$ cat config.mk
export PLATFORM = sky130hd
export DESIGN_NAME = mem_arbiter
export DESIGN_NICKNAME = d
export VERILOG_FILES = /design/src/rtl/mem_arbiter.sv
export SDC_FILE = /design/constraint.sdc
export NUM_CORES = 1
export LEC_CHECK = 0
export ABC_AREA = 1
export CORE_AREA = 2 2 109 111
export DETAILED_ROUTE_END_ITERATION = 10
export DIE_AREA = 0 0 111 113
export DONT_BUFFER_PORTS = 1
export PLACE_DENSITY = 0.54
export SKIP_LAST_GASP = 1
export SYNTH_ARGS = -nofsm -noshare
export SYNTH_HDL_FRONTEND = slang
export SYNTH_SLANG_ARGS = --single-unit
$ cat constraint.sdc
create_clock -name clk -period 1.5 [get_ports clk]
set_input_delay 0.3 -clock clk [delete_from_list [all_inputs] [get_ports clk]]
set_output_delay 0.3 -clock clk [all_outputs]
set_load 0.005 [all_outputs]
$ cat src/rtl/mem_arbiter.sv
// mem_arbiter
//   Shares one memory request/response port between the instruction fetch
//   unit (read-only) and the load/store unit (read/write). Only one
//   transaction is in flight at a time. The arbiter registers the request
//   toward memory and routes the response back to the master that owns it.
//   When both masters request together, grants alternate round-robin.
//
// Ports
//   clk, rst                 clock, synchronous active-high reset
//   ifu_req_* / ifu_addr     IFU request channel (valid/ready)
//   ifu_resp_* / ifu_rdata   IFU response channel
//   lsu_req_* / lsu_addr,    LSU request channel
//     lsu_wen/wdata/wmask
//   lsu_resp_* / lsu_rdata   LSU response channel
//   mem_req_* / mem_addr,    registered request toward memory
//     mem_wen/wdata/wmask
//   mem_resp_* / mem_rdata   memory response channel
//   owner                    current/last owner (0 = IFU, 1 = LSU)
//   busy                     transaction in flight (state != IDLE)
module mem_arbiter #(
  parameter int ADDR_W = 32,
  parameter int DATA_W = 32
) (
  input  logic                clk,
  input  logic                rst,
  input  logic                ifu_req_valid,
  output logic                ifu_req_ready,
  input  logic [ADDR_W-1:0]   ifu_addr,
  output logic                ifu_resp_valid,
  input  logic                ifu_resp_ready,
  output logic [DATA_W-1:0]   ifu_rdata,
  input  logic                lsu_req_valid,
  output logic                lsu_req_ready,
  input  logic [ADDR_W-1:0]   lsu_addr,
  input  logic                lsu_wen,
  input  logic [DATA_W-1:0]   lsu_wdata,
  input  logic [DATA_W/8-1:0] lsu_wmask,
  output logic                lsu_resp_valid,
  input  logic                lsu_resp_ready,
  output logic [DATA_W-1:0]   lsu_rdata,
  output logic                mem_req_valid,
  input  logic                mem_req_ready,
  output logic [ADDR_W-1:0]   mem_addr,
  output logic                mem_wen,
  output logic [DATA_W-1:0]   mem_wdata,
  output logic [DATA_W/8-1:0] mem_wmask,
  input  logic                mem_resp_valid,
  output logic                mem_resp_ready,
  input  logic [DATA_W-1:0]   mem_rdata,
  output logic                owner,
  output logic                busy
);

  localparam int MASK_W = DATA_W / 8;

  typedef enum logic [1:0] {
    IDLE  = 2'd0,
    SREQ  = 2'd1,
    SRESP = 2'd2
  } state_t;

  state_t              state_q, state_d;
  logic                last_grant_q, last_grant_d;  // 0 = IFU, 1 = LSU
  logic                owner_q, owner_d;
  logic [ADDR_W-1:0]   addr_q, addr_d;
  logic                wen_q, wen_d;
  logic [DATA_W-1:0]   wdata_q, wdata_d;
  logic [MASK_W-1:0]   wmask_q, wmask_d;

  // Per-master vectors, index 0 = IFU, index 1 = LSU.
  logic [1:0]          req_vec;
  logic [1:0]          grant_vec;
  logic [1:0]          resp_ready_vec;
  logic [1:0]          resp_valid_vec;
  logic [DATA_W-1:0]   rdata_vec [2];

  logic                resp_phase;
  logic                resp_hs;

  assign req_vec        = {lsu_req_valid, ifu_req_valid};
  assign resp_ready_vec = {lsu_resp_ready, ifu_resp_ready};

  // Every handshake output is masked while rst is high, even though the
  // state register only clears on the next edge.
  assign resp_phase = (state_q == SRESP) && !rst;

  // Grant: sole requester wins; on a tie the master not granted last wins.
  always_comb begin
    grant_vec = 2'b00;
    if (state_q == IDLE && !rst) begin
      case (req_vec)
        2'b01:   grant_vec = 2'b01;
        2'b10:   grant_vec = 2'b10;
        2'b11:   grant_vec = last_grant_q ? 2'b01 : 2'b10;
        default: grant_vec = 2'b00;
      endcase
    end
  end

  // Response routing: only the owner sees the memory response.
  generate
    for (genvar gi = 0; gi < 2; gi++) begin : g_resp
      localparam logic SEL = 1'(gi);
      assign resp_valid_vec[gi] = resp_phase && (owner_q == SEL) && mem_resp_valid;
      assign rdata_vec[gi]      = (resp_phase && (owner_q == SEL)) ? mem_rdata : '0;
    end
  endgenerate

  assign mem_resp_ready = resp_phase && resp_ready_vec[owner_q];
  assign resp_hs        = mem_resp_valid && mem_resp_ready;

  assign ifu_req_ready  = grant_vec[0];
  assign lsu_req_ready  = grant_vec[1];
  assign ifu_resp_valid = resp_valid_vec[0];
  assign lsu_resp_valid = resp_valid_vec[1];
  assign ifu_rdata      = rdata_vec[0];
  assign lsu_rdata      = rdata_vec[1];

  assign mem_req_valid  = (state_q == SREQ) && !rst;
  assign mem_addr       = addr_q;
  assign mem_wen        = wen_q;
  assign mem_wdata      = wdata_q;
  assign mem_wmask      = wmask_q;
  assign owner          = owner_q;
  assign busy           = (state_q != IDLE);

  // Next-state logic.
  always_comb begin
    state_d      = state_q;
    last_grant_d = last_grant_q;
    owner_d      = owner_q;
    addr_d       = addr_q;
    wen_d        = wen_q;
    wdata_d      = wdata_q;
    wmask_d      = wmask_q;

    case (state_q)
      IDLE: begin
        if (grant_vec != 2'b00) begin
          state_d = SREQ;
          owner_d = grant_vec[1];
          if (grant_vec[1]) begin
            addr_d  = lsu_addr;
            wen_d   = lsu_wen;
            wdata_d = lsu_wdata;
            wmask_d = lsu_wmask;
          end else begin
            // Fetches are always reads with an empty mask.
            addr_d  = ifu_addr;
            wen_d   = 1'b0;
            wdata_d = '0;
            wmask_d = '0;
          end
        end
      end
      SREQ: begin
        if (mem_req_valid && mem_req_ready) begin
          state_d = SRESP;
        end
      end
      SRESP: begin
        if (resp_hs) begin
          state_d      = IDLE;
          last_grant_d = owner_q;
          // Payload returns to zero so the memory side is quiet when idle.
          addr_d       = '0;
          wen_d        = 1'b0;
          wdata_d      = '0;
          wmask_d      = '0;
        end
      end
      default: state_d = IDLE;
    endcase
  end

  always_ff @(posedge clk) begin
    if (rst) begin
      state_q      <= IDLE;
      last_grant_q <= 1'b1;  // first tie after reset goes to the IFU
      owner_q      <= 1'b0;
      addr_q       <= '0;
      wen_q        <= 1'b0;
      wdata_q      <= '0;
      wmask_q      <= '0;
    end else begin
      state_q      <= state_d;
      last_grant_q <= last_grant_d;
      owner_q      <= owner_d;
      addr_q       <= addr_d;
      wen_q        <= wen_d;
      wdata_q      <= wdata_d;
      wmask_q      <= wmask_d;
    end
  end

endmodule

==> flow_results.xml, run 1 <==
<?xml version="1.0" encoding="UTF-8"?>
<metrics>
  <group name="outcome">
    <metric name="run_status" unit="">finished with violations</metric>
    <metric name="violations" unit="">setup timing</metric>
  </group>
  <group name="critical_path">
    <metric name="critical-path-top-delay-family" unit="">simple AND/OR/NAND/NOR gates</metric>
    <metric name="worst_path_cell_trace" unit="">inv_4 &gt; nand2_4 &gt; nor2_4 &gt; nand2_2 &gt; buf_12 &gt; nor2_1 &gt; buf_4</metric>
    <metric name="critPathMaxFanout" unit="">33</metric>
    <metric name="cpPeakStageDelay" unit="ns">0.36</metric>
    <metric name="critical_path_required" unit="ns">1.20</metric>
    <metric name="cp_num_buf_inv" unit="">3</metric>
    <metric name="critical_path.endpoint_type" unit="">output port</metric>
    <metric name="worst_setup_path_start_kind" unit="">flip-flop</metric>
    <metric name="cell_with_the_largest_stage_delay_on_the_worst_path" unit="">sky130_fd_sc_hd__dfxtp_4</metric>
    <metric name="criticalPathCategory" unit="">flip-flop to output port</metric>
    <metric name="crit_arrival" unit="ns">1.46</metric>
  </group>
  <group name="floorplanning">
    <metric name="ios" unit="">282</metric>
    <metric name="placeableCoreArea" unit="um^2">11300</metric>
    <metric name="placement_rows" unit="">39</metric>
    <metric name="design.die.area" unit="um^2">12500</metric>
    <metric name="die_h" unit="um">113</metric>
    <metric name="initial_utilization" unit="%">32.9</metric>
    <metric name="chipWidth" unit="um">111</metric>
  </group>
  <group name="power">
    <metric name="worst_ir_drop_vdd" unit="uV">506</metric>
    <metric name="finalPower" unit="mW">5.63</metric>
    <metric name="power.leakage" unit="nW">2.36</metric>
    <metric name="power_density_over_the_cells" unit="nW/um^2">1140</metric>
  </group>
  <group name="grt">
    <metric name="wire_length_of_the_first_global_routing_pass" unit="mm">19.4</metric>
    <metric name="grt.total_usage" unit="%">20.1</metric>
    <metric name="antenna_violations_before_repair" unit="">1</metric>
    <metric name="grt_start_max_net_pins" unit="">46</metric>
    <metric name="grt_overflow_total" unit="">0</metric>
    <metric name="grt_pass1_vias" unit="">3577</metric>
  </group>
  <group name="sta">
    <metric name="clock_skew" unit="ns">0.00631</metric>
    <metric name="period_minus_slack" unit="ns">1.76</metric>
    <metric name="finalSetupViolations" unit="">103</metric>
    <metric name="rsz_0062_raised_after_global_routing" unit="">true</metric>
    <metric name="layout_worst_path_cycle_share" unit="%">117</metric>
    <metric name="hold_slack" unit="ns">0.0260</metric>
    <metric name="maxSlewHeadroom" unit="%">83.2</metric>
    <metric name="max_freq" unit="MHz">568</metric>
    <metric name="worst_slew_pin_slew" unit="ns">0.252</metric>
    <metric name="setup_ws" unit="ns">-0.262</metric>
    <metric name="finalMaxSlewViolations" unit="">0</metric>
    <metric name="timing.final.hold_violations" unit="">0</metric>
  </group>
  <group name="clock_network">
    <metric name="tritoncts.num_buffers" unit="">9</metric>
    <metric name="tritoncts" unit="">done</metric>
    <metric name="clkSlewWorstSetupHoldPaths" unit="ns">0.07</metric>
    <metric name="longest_clk_path_bufs" unit="">2</metric>
    <metric name="clock_latency" unit="ns">0.34</metric>
    <metric name="clock_tree_root_driver_cell" unit="">sky130_fd_sc_hd__clkbuf_16</metric>
    <metric name="numClockSinks" unit="">73</metric>
    <metric name="ctsHtreeMaxLevel" unit="">3</metric>
  </group>
  <group name="drt">
    <metric name="drc_errors_left" unit="">0</metric>
    <metric name="num_vias" unit="">3870</metric>
    <metric name="route.detailed.vias_per_inst" unit="">4.83</metric>
    <metric name="initialDrtViolationCount" unit="">152</metric>
    <metric name="detail_route.wirelength" unit="mm">13.3</metric>
    <metric name="drtAntennaViolNets" unit="">0</metric>
    <metric name="wire_per_inst" unit="um">16.6</metric>
    <metric name="drt-pass1-iter-count" unit="">4</metric>
  </group>
  <group name="placed_design">
    <metric name="post-dp-hpwl" unit="mm">9.67</metric>
    <metric name="place.gp.congestion" unit="">0.820</metric>
    <metric name="portBuffers" unit="">0</metric>
  </group>
  <group name="synth">
    <metric name="seq_area_frac_synth" unit="%">39.4</metric>
    <metric name="yosysUniqueCellTypes" unit="">24</metric>
    <metric name="yosysWarnings" unit="">0</metric>
    <metric name="yosys_register_bits" unit="">73</metric>
    <metric name="postSynthCellCount" unit="">622</metric>
    <metric name="post_synth_instance_area" unit="um^2">3710</metric>
    <metric name="postSynthNetCount" unit="">763</metric>
    <metric name="synthesis.area_per_instance" unit="um^2">5.96</metric>
  </group>
  <group name="final_layout">
    <metric name="most_frequent_cells_in_the_layout" unit="">sky130_fd_sc_hd__nand2_1 (151), sky130_fd_sc_hd__nor2_1 (140), sky130_fd_sc_hd__inv_1 (78), sky130_fd_sc_hd__dfxtp_1 (69), sky130_fd_sc_hd__a21oi_1 (39)</metric>
    <metric name="most_common_cell_after_layout_fill_and_taps_aside" unit="">sky130_fd_sc_hd__nand2_1</metric>
    <metric name="filler_cell_count" unit="">1166</metric>
    <metric name="final_net_count" unit="">793</metric>
    <metric name="area_growth" unit="%">33.7</metric>
    <metric name="layout-drive-gt1-share" unit="%">19.6</metric>
  </group>
  <group name="min_path">
    <metric name="hold_path.class" unit="">primary input to flip-flop</metric>
  </group>
  <group name="run">
    <metric name="drv.max_cap_violation_count" unit="">0</metric>
  </group>
</metrics>
routing by layer:
metal | GRT usage [%] | part of all wire, %
met1 | 20.5 | 37
met2 | 38.4 | 53
met4 | 7.75 | 2.8
met3 | 6.32 | 7.1
met5 | 0 | 0
Yosys cell counts:
| cell | count | area share [%] |
|---|---|---|
| sky130_fd_sc_hd__buf_1 | 3 | 0.30 |
| sky130_fd_sc_hd__o21ai_1 | 6 | 0.81 |
| sky130_fd_sc_hd__buf_4 | 5 | 1.0 |
| sky130_fd_sc_hd__nor4_1 | 1 | 0.17 |
| sky130_fd_sc_hd__nor2_4 | 1 | 0.30 |
| sky130_fd_sc_hd__nor3_1 | 1 | 0.13 |
| sky130_fd_sc_hd__nand2_2 | 1 | 0.17 |
| sky130_fd_sc_hd__clkinv_1 | 2 | 0.20 |
| sky130_fd_sc_hd__nor2_1 | 179 | 18 |
| sky130_fd_sc_hd__inv_2 | 2 | 0.20 |
| sky130_fd_sc_hd__a21oi_1 | 39 | 5.3 |
| sky130_fd_sc_hd__o21ai_0 | 19 | 2.6 |
| sky130_fd_sc_hd__clkbuf_1 | 17 | 1.7 |
| sky130_fd_sc_hd__nand2_1 | 157 | 16 |
| sky130_fd_sc_hd__a211o_1 | 1 | 0.24 |
| sky130_fd_sc_hd__dfxtp_1 | 73 | 39 |
| sky130_fd_sc_hd__nand3_4 | 1 | 0.47 |
| sky130_fd_sc_hd__nor2_2 | 1 | 0.17 |
| sky130_fd_sc_hd__nand4_1 | 1 | 0.17 |
| sky130_fd_sc_hd__buf_2 | 11 | 1.5 |
| sky130_fd_sc_hd__o211ai_1 | 1 | 0.20 |
| sky130_fd_sc_hd__inv_1 | 78 | 7.9 |
| sky130_fd_sc_hd__o31ai_1 | 1 | 0.20 |
| sky130_fd_sc_hd__nand3_1 | 21 | 2.8 |
metrics by stage:
step | area (um^2) | cells | utilization (%) | setup slack (ns) | setup TNS [ns]
2_1_floorplan | 3710 | 622 | - | 0.0809 | 0
3_3_place_gp | 4070 | 766 | 36.1 | -0.0624 | -0.995
3_5_place_dp | 4070 | 766 | 36.1 | -0.124 | -2.63
4_1_cts | 4720 | 789 | 41.9 | -0.247 | -15.31
5_1_grt | 4950 | 801 | 44.0 | -0.333 | -28.06
6_report | 4950 | 801 | 44.0 | -0.262 | -16.68
worst paths after layout:
path	from	endpoint	slack, ns	depth (start not counted)
setup / recovery	state_q[0]	lsu_rdata[0]	-0.26	7
hold / removal	rst	mem_wdata[11]	0.03	1
setup reg to reg	state_q[1]	mem_addr[4]	-0.16	8
hold reg to reg	last_grant_q	last_grant_q	0.47	2
registers in the layout (all words and copies together) (netlist names):
register      cells
mem_wmask         4
last_grant_q      1
mem_wen           1
mem_wdata        32
owner             1
mem_addr         32
state_q           2
timing repair:
item                                    CTS  global route
endpoints found under the hold margin     0             1
hold buffers                              0             1
endpoints found under the setup margin  137           139
resized for setup                        61            30
buffers inserted                          3             8
cloned                                    4             2
pin swaps                                 4             3
area by class of cell:
| cell class | instances | area, um^2 | share of cell area, % |
|---|---|---|---|
| clock buffers | 9 | 225 | 4.55 |
| repair buffers | 55 | 659 | 13.3 |
| clock inverters | 7 | 85.1 | 1.72 |
| well taps | 143 | 179 | 3.61 |
| diodes | 1 | 2.50 | 0.0505 |
| flip-flops and latches | 73 | 1470 | 29.7 |
| multi-input cells | 431 | 2020 | 40.7 |
| inverters | 82 | 317 | 6.39 |
logic make-up (layout without fill, tap and decap cells):
| group | Yosys count | count (layout) | synth area share (%) |
|---|---|---|---|
| other | 0 | 1 | 0 |
| buffers and inverters | 118 | 153 | 12.8 |
| AO/OA/AOI/OAI | 67 | 67 | 9.28 |
| flip-flops | 73 | 73 | 39.4 |
| AND/OR/NAND/NOR | 364 | 364 | 38.5 |
power by group:
part / total (mW) / switching, mW / internal, mW
clock: 2.24 / 0.921 / 1.32
combinational: 1.12 / 0.640 / 0.481
sequential: 2.27 / 0.153 / 2.12
total: 5.63 / 1.71 / 3.92
Note: power is estimated with default switching activity, not from simulation.
==> run 2, diff against run 1 <==
- REMOVE_ABC_BUFFERS: not set -> 1
==> flow_results.xml, run 2 (synthesis gave the netlist of run 1 again) <==
<?xml version="1.0" encoding="UTF-8"?>
<metrics>
  <group name="floorplanning">
    <metric name="design.die.area" unit="um^2">12500</metric>
    <metric name="initial_utilization" unit="%">32.9</metric>
    <metric name="placement_rows" unit="">39</metric>
    <metric name="ios" unit="">282</metric>
    <metric name="die_h" unit="um">113</metric>
    <metric name="placeableCoreArea" unit="um^2">11300</metric>
    <metric name="chipWidth" unit="um">111</metric>
  </group>
  <group name="clock_network">
    <metric name="clock_latency" unit="ns">0.33</metric>
    <metric name="numClockSinks" unit="">73</metric>
    <metric name="clkSlewWorstSetupHoldPaths" unit="ns">0.06</metric>
    <metric name="ctsHtreeMaxLevel" unit="">3</metric>
    <metric name="longest_clk_path_bufs" unit="">2</metric>
    <metric name="tritoncts.num_buffers" unit="">9</metric>
    <metric name="tritoncts" unit="">done</metric>
    <metric name="clock_tree_root_driver_cell" unit="">sky130_fd_sc_hd__clkbuf_16</metric>
  </group>
  <group name="sta">
    <metric name="rsz_0062_raised_after_global_routing" unit="">true</metric>
    <metric name="clock_skew" unit="ns">0.0102</metric>
    <metric name="setup_tns" unit="ns">-9.62</metric>
    <metric name="hold_slack" unit="ns">0.0284</metric>
    <metric name="period_minus_slack" unit="ns">1.67</metric>
    <metric name="finalMaxSlewViolations" unit="">0</metric>
    <metric name="worst_slew_pin_slew" unit="ns">0.470</metric>
    <metric name="timing.final.hold_violations" unit="">0</metric>
    <metric name="finalSetupViolations" unit="">131</metric>
    <metric name="setup_ws" unit="ns">-0.175</metric>
    <metric name="layout_worst_path_cycle_share" unit="%">112</metric>
    <metric name="max_freq" unit="MHz">597</metric>
    <metric name="maxSlewHeadroom" unit="%">68.4</metric>
  </group>
  <group name="grt">
    <metric name="grt_overflow_total" unit="">0</metric>
    <metric name="antenna_violations_before_repair" unit="">1</metric>
    <metric name="wire_length_of_the_first_global_routing_pass" unit="mm">19.1</metric>
    <metric name="grt_pass1_vias" unit="">3637</metric>
    <metric name="grt_start_max_net_pins" unit="">46</metric>
    <metric name="grt.total_usage" unit="%">19.0</metric>
  </group>
  <group name="final_layout">
    <metric name="most_frequent_cells_in_the_layout" unit="">sky130_fd_sc_hd__nor2_1 (143), sky130_fd_sc_hd__nand2_1 (130), sky130_fd_sc_hd__inv_1 (77), sky130_fd_sc_hd__dfxtp_1 (70), sky130_fd_sc_hd__a21oi_1 (31)</metric>
    <metric name="seqCellArea" unit="um^2">1470</metric>
    <metric name="final_net_count" unit="">798</metric>
    <metric name="finish.instance_area" unit="um^2">5200</metric>
    <metric name="filler_cell_count" unit="">1121</metric>
    <metric name="final_core_util" unit="%">46.1</metric>
    <metric name="most_common_cell_after_layout_fill_and_taps_aside" unit="">sky130_fd_sc_hd__nor2_1</metric>
    <metric name="num_antenna_cells" unit="">0</metric>
    <metric name="multiInputGateArea" unit="um^2">2070</metric>
    <metric name="layout-drive-gt1-share" unit="%">24.6</metric>
    <metric name="area_growth" unit="%">40.3</metric>
  </group>
  <group name="power">
    <metric name="power.leakage" unit="nW">2.41</metric>
    <metric name="power_density_over_the_cells" unit="nW/um^2">1110</metric>
    <metric name="worst_ir_drop_vdd" unit="uV">773</metric>
  </group>
  <group name="critical_path">
    <metric name="crit_arrival" unit="ns">1.37</metric>
    <metric name="critical_path.endpoint_type" unit="">output port</metric>
    <metric name="critPathMaxFanout" unit="">33</metric>
    <metric name="critical_path_required" unit="ns">1.20</metric>
    <metric name="criticalPathCategory" unit="">flip-flop to output port</metric>
    <metric name="worst_setup_path_start_kind" unit="">flip-flop</metric>
  </group>
  <group name="drt">
    <metric name="drt-pass1-iter-count" unit="">4</metric>
    <metric name="drc_errors_left" unit="">0</metric>
    <metric name="wirelength_met1" unit="mm">5.28</metric>
    <metric name="drtAntennaViolNets" unit="">0</metric>
    <metric name="initialDrtViolationCount" unit="">169</metric>
    <metric name="met2_length" unit="mm">6.22</metric>
    <metric name="wire_per_inst" unit="um">16.1</metric>
    <metric name="route.detailed.vias_per_inst" unit="">4.90</metric>
    <metric name="met3WireLength" unit="mm">1.28</metric>
    <metric name="detail_route.wirelength" unit="mm">13.0</metric>
    <metric name="dr.max_layer_used" unit="">met4</metric>
    <metric name="num_vias" unit="">3943</metric>
  </group>
  <group name="placed_design">
    <metric name="placement.cell_area" unit="um^2">4040</metric>
    <metric name="portBuffers" unit="">0</metric>
    <metric name="post-dp-hpwl" unit="mm">8.17</metric>
    <metric name="place.gp.congestion" unit="">0.868</metric>
  </group>
  <group name="outcome">
    <metric name="violations" unit="">setup timing</metric>
    <metric name="run_status" unit="">finished with violations</metric>
  </group>
  <group name="min_path">
    <metric name="hold_path.class" unit="">primary input to flip-flop</metric>
  </group>
  <group name="run">
    <metric name="drv.max_cap_violation_count" unit="">0</metric>
  </group>
</metrics>
-- run 2: metal layers --
metal / vias to the layer above / GRT usage [%]
met5: - / 0
met4: 0 / 4.92
met3: 13 / 8.09
met2: 181 / 30.4
met1: 1809 / 23.7
li1: 1940 / -
-- run 2: power by group --
group          internal, mW  total, mW  switching [mW]
Sequential             2.12       2.28           0.158
Combinational         0.721       1.50           0.775
Clock                  1.14       2.01           0.875
Total                  3.98       5.78            1.81
-- run 2: final timing paths --
| kind | from | to | slack [ns] | cells after the start |
|---|---|---|---|---|
| setup / recovery | state_q[0] | lsu_rdata[13] | -0.17 | 7 |
| hold / removal | rst | mem_wdata[12] | 0.03 | 1 |
| setup reg to reg | state_q[0] | mem_addr[4] | -0.16 | 11 |
| hold reg to reg | last_grant_q | last_grant_q | 0.47 | 2 |
-- run 2: layout make-up --
cell class | instances | share of cell area, %
clock buffer | 10 | 4.40
clock inverter | 6 | 0.962
inverter | 82 | 6.09
multi-input combinational | 431 | 39.8
sequential | 73 | 28.2
tap | 143 | 3.44
timing repair buffer | 60 | 17.1
-- run 2: timing repair --
item | in CTS | in global routing
buffers inserted | 16 | 6
resized for setup | 55 | 76
pin swaps | 9 | 28
setup endpoints to repair | 96 | 139
hold buffers | 0 | 0
hold endpoints to repair | 0 | 0
cloned | 9 | 7
-- run 2: critical path, stage by stage, from the launching register on --
cell	delay, ns
sky130_fd_sc_hd__dfxtp_2	0.32
sky130_fd_sc_hd__inv_2	0.07
sky130_fd_sc_hd__nand2_4	0.06
sky130_fd_sc_hd__nor2_4	0.11
sky130_fd_sc_hd__nand2_2	0.07
sky130_fd_sc_hd__buf_12	0.18
sky130_fd_sc_hd__nor2_2	0.12
sky130_fd_sc_hd__buf_4	0.12
-- run 2: through the flow --
stage	instances	total power [mW]	setup slack, ns
finish	805	5.78	-0.175
global route	805	6.09	-0.255
CTS	799	5.68	-0.163
detailed placement	758	3.21	-0.0561
global placement	758	3.18	0.0221
floorplan	586	2.87	-0.797
==> run 3, diff against run 2 <==
- GPL_ROUTABILITY_DRIVEN: not set -> 0
- PLACE_DENSITY: 0.54 -> 0.52
- clock period: 1.5 -> 1.95 ns (I/O delays scaled with it)
==> flow_results.xml, run 3 (synthesis gave the netlist of run 1 again) <==
<?xml version="1.0" encoding="UTF-8"?>
<metrics>
  <group name="final_layout">
    <metric name="final_net_count" unit="">755</metric>
    <metric name="most_frequent_cells_in_the_layout" unit="">sky130_fd_sc_hd__nor2_1 (174), sky130_fd_sc_hd__nand2_1 (157), sky130_fd_sc_hd__inv_1 (78), sky130_fd_sc_hd__dfxtp_1 (72), sky130_fd_sc_hd__a21oi_1 (39)</metric>
    <metric name="final_core_util" unit="%">37.2</metric>
    <metric name="layout-drive-gt1-share" unit="%">7.27</metric>
    <metric name="area_growth" unit="%">13.3</metric>
    <metric name="final_cells" unit="">763</metric>
    <metric name="most_common_cell_after_layout_fill_and_taps_aside" unit="">sky130_fd_sc_hd__nor2_1</metric>
  </group>
  <group name="min_path">
    <metric name="worst_hold_startpoint" unit="">rst</metric>
    <metric name="hold_path.class" unit="">primary input to flip-flop</metric>
  </group>
  <group name="clock_network">
    <metric name="numClockSinks" unit="">73</metric>
    <metric name="longest_clk_path_bufs" unit="">2</metric>
    <metric name="postCtsHoldBufs" unit="">0</metric>
    <metric name="ctsHtreeMaxLevel" unit="">3</metric>
    <metric name="tritoncts.num_buffers" unit="">9</metric>
    <metric name="tritoncts" unit="">done</metric>
    <metric name="clkSlewWorstSetupHoldPaths" unit="ns">0.06</metric>
    <metric name="clock_latency" unit="ns">0.33</metric>
    <metric name="clock_tree_root_driver_cell" unit="">sky130_fd_sc_hd__clkbuf_16</metric>
  </group>
  <group name="power">
    <metric name="finalPower" unit="mW">3.90</metric>
    <metric name="worst_ir_drop_vdd" unit="uV">488</metric>
    <metric name="power.leakage" unit="nW">2.03</metric>
    <metric name="power_density_over_the_cells" unit="nW/um^2">930</metric>
  </group>
  <group name="placed_design">
    <metric name="post-dp-hpwl" unit="mm">8.14</metric>
    <metric name="portBuffers" unit="">0</metric>
    <metric name="post-place-cells" unit="">745</metric>
    <metric name="pre_cts_ws" unit="ns">0.249</metric>
  </group>
  <group name="drt">
    <metric name="drtAntennaViolNets" unit="">0</metric>
    <metric name="detail_route.wirelength" unit="mm">11.0</metric>
    <metric name="initialDrtViolationCount" unit="">200</metric>
    <metric name="drc_errors_left" unit="">0</metric>
    <metric name="route.detailed.vias_per_inst" unit="">4.74</metric>
    <metric name="wire_per_inst" unit="um">14.4</metric>
    <metric name="drt-pass1-iter-count" unit="">5</metric>
    <metric name="num_vias" unit="">3617</metric>
  </group>
  <group name="grt">
    <metric name="antenna_violations_before_repair" unit="">0</metric>
    <metric name="grt_pass1_vias" unit="">3247</metric>
    <metric name="grt_start_max_net_pins" unit="">56</metric>
    <metric name="grt_overflow_total" unit="">0</metric>
    <metric name="wire_length_of_the_first_global_routing_pass" unit="mm">16.8</metric>
    <metric name="grt.total_usage" unit="%">16.8</metric>
  </group>
  <group name="sta">
    <metric name="timing.final.hold_violations" unit="">0</metric>
    <metric name="setup_tns" unit="ns">0</metric>
    <metric name="worst_slew_pin_slew" unit="ns">0.449</metric>
    <metric name="max_freq" unit="MHz">545</metric>
    <metric name="setup_ws" unit="ns">0.114</metric>
    <metric name="maxSlewHeadroom" unit="%">69.8</metric>
    <metric name="layout_worst_path_cycle_share" unit="%">94.2</metric>
    <metric name="clock_skew" unit="ns">0.00710</metric>
    <metric name="period_minus_slack" unit="ns">1.84</metric>
    <metric name="finalSetupViolations" unit="">0</metric>
    <metric name="finalMaxSlewViolations" unit="">0</metric>
  </group>
  <group name="critical_path">
    <metric name="crit_arrival" unit="ns">1.45</metric>
    <metric name="worst_setup_path_start_kind" unit="">flip-flop</metric>
    <metric name="cell_with_the_largest_stage_delay_on_the_worst_path" unit="">sky130_fd_sc_hd__dfxtp_1</metric>
    <metric name="critPathMaxFanout" unit="">33</metric>
    <metric name="critical-path-top-delay-family" unit="">buffers and inverters</metric>
    <metric name="criticalPathCategory" unit="">flip-flop to output port</metric>
    <metric name="worst_path_cell_trace" unit="">inv_1 &gt; nand2_1 &gt; buf_6 &gt; nor2_1 &gt; buf_4</metric>
    <metric name="critical_path.endpoint_type" unit="">output port</metric>
    <metric name="cp_num_buf_inv" unit="">3</metric>
    <metric name="cpPeakStageDelay" unit="ns">0.43</metric>
    <metric name="minimum_setup_slack_among_reg_to_reg_paths" unit="ns">0.24</metric>
    <metric name="critical_path_required" unit="ns">1.56</metric>
    <metric name="r2r_start" unit="">owner</metric>
    <metric name="crit_path_start" unit="">owner</metric>
  </group>
  <group name="run">
    <metric name="drv.max_cap_violation_count" unit="">0</metric>
  </group>
  <group name="floorplanning">
    <metric name="design.die.area" unit="um^2">12500</metric>
    <metric name="ios" unit="">282</metric>
    <metric name="placeableCoreArea" unit="um^2">11300</metric>
    <metric name="placement_rows" unit="">39</metric>
    <metric name="die_h" unit="um">113</metric>
    <metric name="chipWidth" unit="um">111</metric>
    <metric name="initial_utilization" unit="%">32.9</metric>
  </group>
  <group name="outcome">
    <metric name="run_status" unit="">finished clean</metric>
  </group>
</metrics>
run 3: cell types whose count changed in the layout (fill, tap and decap cells not counted), moves of 11 or more:
cell                      before  now
sky130_fd_sc_hd__nand2_1     130  157
sky130_fd_sc_hd__buf_12       14    3
sky130_fd_sc_hd__nand2_2      24    1
sky130_fd_sc_hd__nor2_1      143  174
sky130_fd_sc_hd__nor2_2       25    4
run 3: through the flow:
stage	hold WS, ns	cell area (um^2)
floorplan	0.436	3540
global placement	0.460	3860
detailed placement	0.465	3860
CTS	0.103	4160
global route	0.0963	4200
finish	0.120	4200
run 3: path summary, 6_finish.rpt:
| check | to | cells after the start |
|---|---|---|
| max | ifu_rdata[11] | 5 |
| min | mem_wdata[30] | 1 |
| max reg2reg | mem_wdata[29] | 9 |
| min reg2reg | mem_wdata[2] | 2 |
run 3: where the power goes:
part / switching, mW / internal [mW] / leakage, nW
sequential: 0.115 / 1.63 / 0.598
combinational: 0.413 / 0.214 / 1.30
clock: 0.656 / 0.877 / 0.130
total: 1.18 / 2.72 / 2.03
run 3: cell type report:
type                            count  area [um^2]
Fill cell                        1220         7070
Multi-Input combinational cell    431         1800
Sequential cell                    73         1460
Inverter                           82          308
Clock buffer                       10          229
Tap cell                          143          179
Timing Repair Buffer               17          169
Clock inverter                      6         50.0
Antenna cell                        1         2.50
run 3: timing repair:
item	in CTS	in global routing
resized for setup	5	8
endpoints found under the setup margin	7	13
buffers inserted	0	1
run 3: per-layer routing:
layer	track usage, %	wire length, um	up-vias
met5	0	0	-
li1	-	-	1847
met2	25.4	4820	188
met4	4.50	113	0
met3	9.43	1420	9
met1	20.6	4660	1573
